==> src/rtl/crc32_stream_gen.sv <==
// crc32_stream_gen
// Streaming CRC-32 generator/appender for byte-oriented packet paths.
// Payload beats pass through a single output register (one cycle latency),
// the CRC is folded over every kept byte, and after the last payload beat
// the FCS (register ^ XOROUT, LSB byte first) is emitted as extra beats.
//
// Optional feature macro: CRC32_CHECK_EN
//   Adds check_mode / crc_ok / crc_ok_vld and the RESIDUE parameter. In check
//   mode the frame already carries its FCS, nothing is appended, and the
//   register is compared against RESIDUE on the last beat.
//
// Ports:
//   clk, reset        clock, asynchronous active-high reset
//   flush             synchronous abort of the current frame
//   s_valid/s_ready   input handshake; s_data/s_keep/s_last input beat
//   m_valid/m_ready   output handshake; m_data/m_keep/m_last output beat
//   crc_out           FCS of the last completed frame
//   crc_done          one-cycle pulse when crc_out updates
//   dbg_state         current FSM state (0 idle, 1 data, 2 append)
//   check_mode, crc_ok, crc_ok_vld   only with CRC32_CHECK_EN
//
// Handshake: a beat transfers on a rising edge where valid & ready are both
// high. A source holding valid keeps its beat stable until it transfers;
// ready may change freely. s_ready is combinational from the output register
// state, the FSM state and flush.
module crc32_stream_gen #(
  parameter int          DATA_W = 8,
  parameter logic [31:0] POLY   = 32'h04C11DB7,
  parameter logic [31:0] INIT   = 32'hFFFFFFFF,
  parameter logic [31:0] XOROUT = 32'hFFFFFFFF
`ifdef CRC32_CHECK_EN
  ,
  parameter logic [31:0] RESIDUE = 32'hDEBB20E3
`endif
) (
  input  logic                  clk,
  input  logic                  reset,
  input  logic                  flush,
  input  logic                  s_valid,
  output logic                  s_ready,
  input  logic [DATA_W-1:0]     s_data,
  input  logic [DATA_W/8-1:0]   s_keep,
  input  logic                  s_last,
  output logic                  m_valid,
  input  logic                  m_ready,
  output logic [DATA_W-1:0]     m_data,
  output logic [DATA_W/8-1:0]   m_keep,
  output logic                  m_last,
  output logic [31:0]           crc_out,
  output logic                  crc_done,
`ifdef CRC32_CHECK_EN
  input  logic                  check_mode,
  output logic                  crc_ok,
  output logic                  crc_ok_vld,
`endif
  output logic [1:0]            dbg_state
);

  localparam int NB        = DATA_W / 8;
  localparam int FCS_BEATS = (32 + DATA_W - 1) / DATA_W;

  typedef enum logic [1:0] {
    S_IDLE   = 2'd0,
    S_DATA   = 2'd1,
    S_APPEND = 2'd2
  } state_t;

  function automatic logic [31:0] rev32(input logic [31:0] v);
    logic [31:0] r;
    for (int i = 0; i < 32; i++) r[i] = v[31-i];
    return r;
  endfunction

  // The register shifts right, so the polynomial is used bit-reversed.
  localparam logic [31:0] POLY_R = rev32(POLY);

  function automatic logic [31:0] fold_byte(input logic [31:0] crc,
                                            input logic [7:0]  b);
    logic [31:0] c;
    c = crc ^ {24'h0, b};
    for (int i = 0; i < 8; i++)
      c = c[0] ? ((c >> 1) ^ POLY_R) : (c >> 1);
    return c;
  endfunction

  function automatic logic [31:0] fold_beat(input logic [31:0]       crc,
                                            input logic [DATA_W-1:0] data,
                                            input logic [NB-1:0]     keep);
    logic [31:0] c;
    c = crc;
    for (int b = 0; b < NB; b++)
      if (keep[b]) c = fold_byte(c, data[8*b +: 8]);
    return c;
  endfunction

  state_t              r_state;
  logic [31:0]         r_crc;
  logic [2:0]          r_fcs_idx;
  logic                r_m_valid;
  logic [DATA_W-1:0]   r_m_data;
  logic [NB-1:0]       r_m_keep;
  logic                r_m_last;
  logic [31:0]         r_crc_out;
  logic                r_crc_done;
`ifdef CRC32_CHECK_EN
  logic                r_check;
  logic                r_crc_ok;
  logic                r_crc_ok_vld;
  logic                w_check;
`endif

  logic                w_out_free;
  logic                w_s_ready;
  logic                w_accept;
  logic [31:0]         w_crc_next;
  logic [31:0]         w_fcs_val;
  logic [63:0]         w_fcs_shift;
  logic [DATA_W-1:0]   w_fcs_beat;
  logic [NB-1:0]       w_fcs_keep;
  logic                w_fcs_pending;
  logic                w_fcs_is_last;

  assign w_out_free = ~r_m_valid | m_ready;
  assign w_s_ready  = w_out_free & (r_state != S_APPEND) & ~flush;
  assign w_accept   = s_valid & w_s_ready;
  assign w_crc_next = fold_beat(r_crc, s_data, s_keep);

  // The register is reloaded with INIT once the first FCS beat is taken, so
  // later FCS beats read the captured value back from crc_out.
  assign w_fcs_val     = (r_fcs_idx == 3'd0) ? (r_crc ^ XOROUT) : r_crc_out;
  assign w_fcs_shift   = {32'h0, w_fcs_val} >> (DATA_W * int'(r_fcs_idx));
  assign w_fcs_beat    = w_fcs_shift[DATA_W-1:0];
  assign w_fcs_pending = (r_fcs_idx < 3'(FCS_BEATS));
  assign w_fcs_is_last = (r_fcs_idx == 3'(FCS_BEATS - 1));

  // Only the bytes that still hold FCS are enabled (wide beats carry the
  // FCS in their low 4 bytes).
  always_comb begin
    w_fcs_keep = '0;
    for (int b = 0; b < NB; b++)
      w_fcs_keep[b] = ((int'(r_fcs_idx) * NB + b) < 4);
  end

`ifdef CRC32_CHECK_EN
  // check_mode is only looked at on the first beat of a frame.
  assign w_check = (r_state == S_IDLE) ? check_mode : r_check;
`endif

  always_ff @(posedge clk or posedge reset) begin
    if (reset) begin
      r_state      <= S_IDLE;
      r_crc        <= INIT;
      r_fcs_idx    <= '0;
      r_m_valid    <= 1'b0;
      r_m_data     <= '0;
      r_m_keep     <= '0;
      r_m_last     <= 1'b0;
      r_crc_out    <= '0;
      r_crc_done   <= 1'b0;
`ifdef CRC32_CHECK_EN
      r_check      <= 1'b0;
      r_crc_ok     <= 1'b0;
      r_crc_ok_vld <= 1'b0;
`endif
    end else begin
      r_crc_done   <= 1'b0;
`ifdef CRC32_CHECK_EN
      r_crc_ok_vld <= 1'b0;
`endif
      if (flush) begin
        r_state   <= S_IDLE;
        r_crc     <= INIT;
        r_m_valid <= 1'b0;
        r_fcs_idx <= '0;
      end else begin
        case (r_state)
          S_IDLE, S_DATA: begin
            if (w_accept) begin
              r_m_valid <= 1'b1;
              r_m_data  <= s_data;
              r_m_keep  <= s_keep;
`ifdef CRC32_CHECK_EN
              r_check   <= w_check;
              r_m_last  <= w_check & s_last;
              if (w_check && s_last) begin
                r_crc_ok     <= (w_crc_next == RESIDUE);
                r_crc_ok_vld <= 1'b1;
                r_crc        <= INIT;
                r_state      <= S_IDLE;
              end else begin
                r_crc   <= w_crc_next;
                r_state <= s_last ? S_APPEND : S_DATA;
              end
`else
              r_m_last  <= 1'b0;
              r_crc     <= w_crc_next;
              r_state   <= s_last ? S_APPEND : S_DATA;
`endif
            end else if (m_ready) begin
              r_m_valid <= 1'b0;
            end
          end
          S_APPEND: begin
            if (w_out_free) begin
              if (w_fcs_pending) begin
                r_m_valid <= 1'b1;
                r_m_data  <= w_fcs_beat;
                r_m_keep  <= w_fcs_keep;
                r_m_last  <= w_fcs_is_last;
                r_fcs_idx <= r_fcs_idx + 3'd1;
                if (r_fcs_idx == 3'd0) begin
                  r_crc_out  <= w_fcs_val;
                  r_crc_done <= 1'b1;
                  r_crc      <= INIT;
                end
              end else begin
                // Final FCS beat has just been taken downstream.
                r_m_valid <= 1'b0;
                r_m_last  <= 1'b0;
                r_fcs_idx <= '0;
                r_state   <= S_IDLE;
              end
            end
          end
          default: r_state <= S_IDLE;
        endcase
      end
    end
  end

  assign s_ready    = w_s_ready;
  assign m_valid    = r_m_valid;
  assign m_data     = r_m_data;
  assign m_keep     = r_m_keep;
  assign m_last     = r_m_last;
  assign crc_out    = r_crc_out;
  assign crc_done   = r_crc_done;
  assign dbg_state  = r_state;
`ifdef CRC32_CHECK_EN
  assign crc_ok     = r_crc_ok;
  assign crc_ok_vld = r_crc_ok_vld;
`endif

endmodule

==> config.mk <==
export PLATFORM = sky130hd
export DESIGN_NAME = crc32_stream_gen
export DESIGN_NICKNAME = d
export VERILOG_FILES = /design/src/rtl/crc32_stream_gen.sv
export SDC_FILE = /design/constraint.sdc
export NUM_CORES = 1
export LEC_CHECK = 0
export ABC_AREA = 1
export CAP_MARGIN = 20
export CORE_MARGIN = 3
export CORE_UTILIZATION = 52
export CTS_BUF_LIST = sky130_fd_sc_hd__clkbuf_4 sky130_fd_sc_hd__clkbuf_8
export DETAILED_ROUTE_END_ITERATION = 6
export PLACE_DENSITY = 0.75
export REMOVE_ABC_BUFFERS = 1
export SYNTH_ARGS = -nofsm -noshare
export SYNTH_HDL_FRONTEND = slang
export SYNTH_SLANG_ARGS = --single-unit
==> constraint.sdc <==
create_clock -name clk -period 4 [get_ports clk]
set_input_delay 1.2 -clock clk [delete_from_list [all_inputs] [get_ports clk]]
set_output_delay 1.2 -clock clk [all_outputs]
set_load 0.01 [all_outputs]
==> run metrics <==
peak ir drop on the vdd network=0.0003357 V; Peak Freq=0.2699 GHz; Synth area leaders=sky130_fd_sc_hd__dfrtp_1, sky130_fd_sc_hd__dfstp_2, sky130_fd_sc_hd__nand2_1, sky130_fd_sc_hd__a21oi_1, sky130_fd_sc_hd__xor2_1; CTS Root Cell=sky130_fd_sc_hd__clkbuf_8; post-CTS clock slew at the launch and capture registers of the worst setup and hold paths=0.08 ns; number of different library cells in the post-synthesis netlist=40; number of buffers inserted by port buffering=61; worst hold slack=0.4862 ns; total I/O pin count=62; worst reg2reg startpoint=r_fcs_idx[0]; syn_area_per_cell=7.472 sq um; most frequent standard cell in the layout excluding fill and tap cells=sky130_fd_sc_hd__nand2_1; Die H=104.8 microns; critical path arrival=2.51 ns; vias in the first global route=4,337; estimated wirelength of the detail-placed design=8736 microns; detailed-route wire length per cell=14.41 microns; Post-synth EDFFs=0; area of the core=0.009371 sq mm; Sinks on Clock Net=81; overall fraction of global-route tracks in use=23.32%; final global-route overflow total=0; highest-count cells in the layout ignoring fill and taps=sky130_fd_sc_hd__nand2_1, sky130_fd_sc_hd__inv_1, sky130_fd_sc_hd__a21oi_1, sky130_fd_sc_hd__nor2_1, sky130_fd_sc_hd__clkdlybuf4s50_1; number of violations reported at the end of detailed-routing iteration 0=197; run status=complete, no violations; #FFs+latches synth=81; PnR Total Power=4988 uW; critical path startpoint category=input port; post-layout minimum cycle time=3.705 ns; Worst Clk Skew=0.01343 ns; total wire length after detailed routing=12,540 microns; area of the mapped netlist=0.005074 sq mm; antenna violations before repair=0; maximum fanout encountered on the critical timing path=5; number of vias in the routed layout=4,538; count of yosys warnings during synthesis=0; required time of the critical path=2.80 ns; normalized max-slew margin=46.53%; worst skew pair latency=0.35 ns; CTS HTree Levels=3; width of the die=104.8 microns; number of setup buffers added after CTS=0; largest net degree at the start of global routing=46; routability congestion estimate=0.9467; antenna-violating nets left=0; CP Launch Point=flush; vias per std cell=5.216; remaining routing DRC violations=0; Crit. End Element=output pin; number of rows created at floorplan=35; share of synthesized area occupied by flip-flops and latches=40.74%; critical setup path kind=input port to output pin; global-route wire length before repair=20,620 microns; path type of the worst min-delay path=flop to flop; final hold violation count=0; RSZ-0062 raised after global routing=false; Synth Flop Type=sky130_fd_sc_hd__dfrtp_1; CTS-repair resized insts=0; portion of the clock cycle consumed by the worst path in the final layout=92.63%; clock tree buffer depth=2; fraction of layout instances using a drive strength above 1=12.55%; clock buffers created by TritonCTS=9; Setup Viol. Count Final=0; TritonCTS clock tree=done; launch point of the worst hold path=r_crc[14]; synthesized instance count=679; final slew viol count=0; number of buffers inserted for hold repair after clock tree synthesis=0; Detailed Routing Iterations Pass 1=5; layout-stage area growth over the synthesis result=18.08%; fraction of registers with async set or reset after synthesis=100.0%; maxcap violations=0; number of diodes=0; end-of-flow core utilization=63.93%; die area=0.01098 sq mm; area share of the largest cell type after synthesis=24.17%; effective utilization at floorplan=54.14%; power density over the cells=832.6 mW/mm^2; largest area contributor in the synthesized netlist=sky130_fd_sc_hd__dfrtp_1; Static Leakage=0.002968 uW; count of nets after finishing=753; slew at the pin with the worst max-slew slack=0.8020 ns
[per-stage QoR]
step / setup slack [ns] / instance area, sq um / cells / setup TNS [ns]
floorplan: -1.132 / 4915 / 656 / -37.17
global placement: 0.3037 / 5772 / 854 / 0
detailed placement: 0.2873 / 5772 / 854 / 0
CTS: 0.2867 / 5991 / 870 / 0
global route: 0.2223 / 5991 / 870 / 0
finish: 0.2949 / 5991 / 870 / 0
[critical path: stages]
cell,delay (ns)
sky130_fd_sc_hd__clkdlybuf4s50_1,0.43
sky130_fd_sc_hd__inv_2,0.13
sky130_fd_sc_hd__nand2_4,0.09
sky130_fd_sc_hd__nor2_4,0.11
sky130_fd_sc_hd__clkdlybuf4s50_1,0.54
[path summary, 6_finish.rpt]
kind / to / slack, ns / cells after the start
min in group asynchronous: m_data[2] / 1.24 / 2
min reg2reg: r_crc[14] / 0.49 / 2
max: s_ready / 0.29 / 5
min: r_crc[14] / 0.49 / 2
max reg2reg: m_data[5] / 1.43 / 12
max in group asynchronous: r_crc[7] / 2.03 / 3
[cells in the mapped netlist, types with 2 or more instances]
master / count
sky130_fd_sc_hd__nand4_1: 2
sky130_fd_sc_hd__inv_2: 4
sky130_fd_sc_hd__nand2_1: 174
sky130_fd_sc_hd__a22oi_1: 5
sky130_fd_sc_hd__nand2_2: 13
sky130_fd_sc_hd__buf_2: 10
sky130_fd_sc_hd__a21boi_0: 4
sky130_fd_sc_hd__buf_6: 6
sky130_fd_sc_hd__a21boi_1: 6
sky130_fd_sc_hd__nor2_2: 4
sky130_fd_sc_hd__ha_1: 2
sky130_fd_sc_hd__dfstp_2: 32
sky130_fd_sc_hd__nand2_4: 3
sky130_fd_sc_hd__nand3_1: 27
sky130_fd_sc_hd__clkbuf_1: 3
sky130_fd_sc_hd__dfrtp_1: 49
sky130_fd_sc_hd__o211ai_1: 7
sky130_fd_sc_hd__a21oi_1: 77
sky130_fd_sc_hd__xor2_1: 36
sky130_fd_sc_hd__inv_1: 79
sky130_fd_sc_hd__nor2_4: 2
sky130_fd_sc_hd__o21ai_0: 23
sky130_fd_sc_hd__a22oi_2: 2
sky130_fd_sc_hd__o21a_1: 4
sky130_fd_sc_hd__nor2_1: 77
sky130_fd_sc_hd__or2_1: 4
sky130_fd_sc_hd__xnor2_1: 7
sky130_fd_sc_hd__clkinv_1: 2
sky130_fd_sc_hd__buf_4: 4
[metal layers]
layer / global-route usage [%] / vias to the layer above / wire length [microns] / share of wire [%]
met3: 3.953 / 22 / 675 / 5.4
met4: 8.716 / 0 / 316 / 2.5
met5: 0 / - / 0 / 0
met2: 38.41 / 129 / 5948 / 47
met1: 30.84 / 2128 / 5596 / 45
li1: - / 2259 / - / -
[state kept, by name, indices dropped and copies added, names as in the netlist]
signal,flops
crc_out,32
m_last,1
crc_done,1
m_valid,1
r_crc,32
r_fcs_idx,3
m_data,8
m_keep,1
dbg_state,2
[area by class of cell]
| class | instances | area (sq um) |
|---|---|---|
| well taps | 129 | 161.4 |
| fillers | 870 | 3381 |
| multi-input cells | 490 | 2540 |
| clock inverters | 5 | 80.08 |
| inverters | 85 | 320.3 |
| repair buffers | 69 | 683.2 |
| flip-flops and latches | 81 | 2067 |
| clock buffers | 11 | 138.9 |
[report_power, final]
| part | internal (uW) | leakage (uW) | switching [uW] | total [uW] |
|---|---|---|---|---|
| clock | 365 | 0.000106 | 304 | 669 |
| sequential | 1270 | 0.000915 | 294 | 1560 |
| combinational | 1160 | 0.00195 | 1590 | 2760 |
| total | 2800 | 0.00297 | 2190 | 4990 |
[logic make-up (layout without fill, tap and decap cells)]
family	count (synthesis)	in the layout	synth area share [%]
adder cells (fa/ha/maj)	2	2	0.4931
flip-flops	81	81	40.74
XOR/XNOR	45	45	8.064
AO/OA/AOI/OAI	132	132	14.97
AND/OR/NAND/NOR	311	311	26.31
buffers and inverters	108	170	9.420
Note: power is estimated with default switching activity, not from simulation.
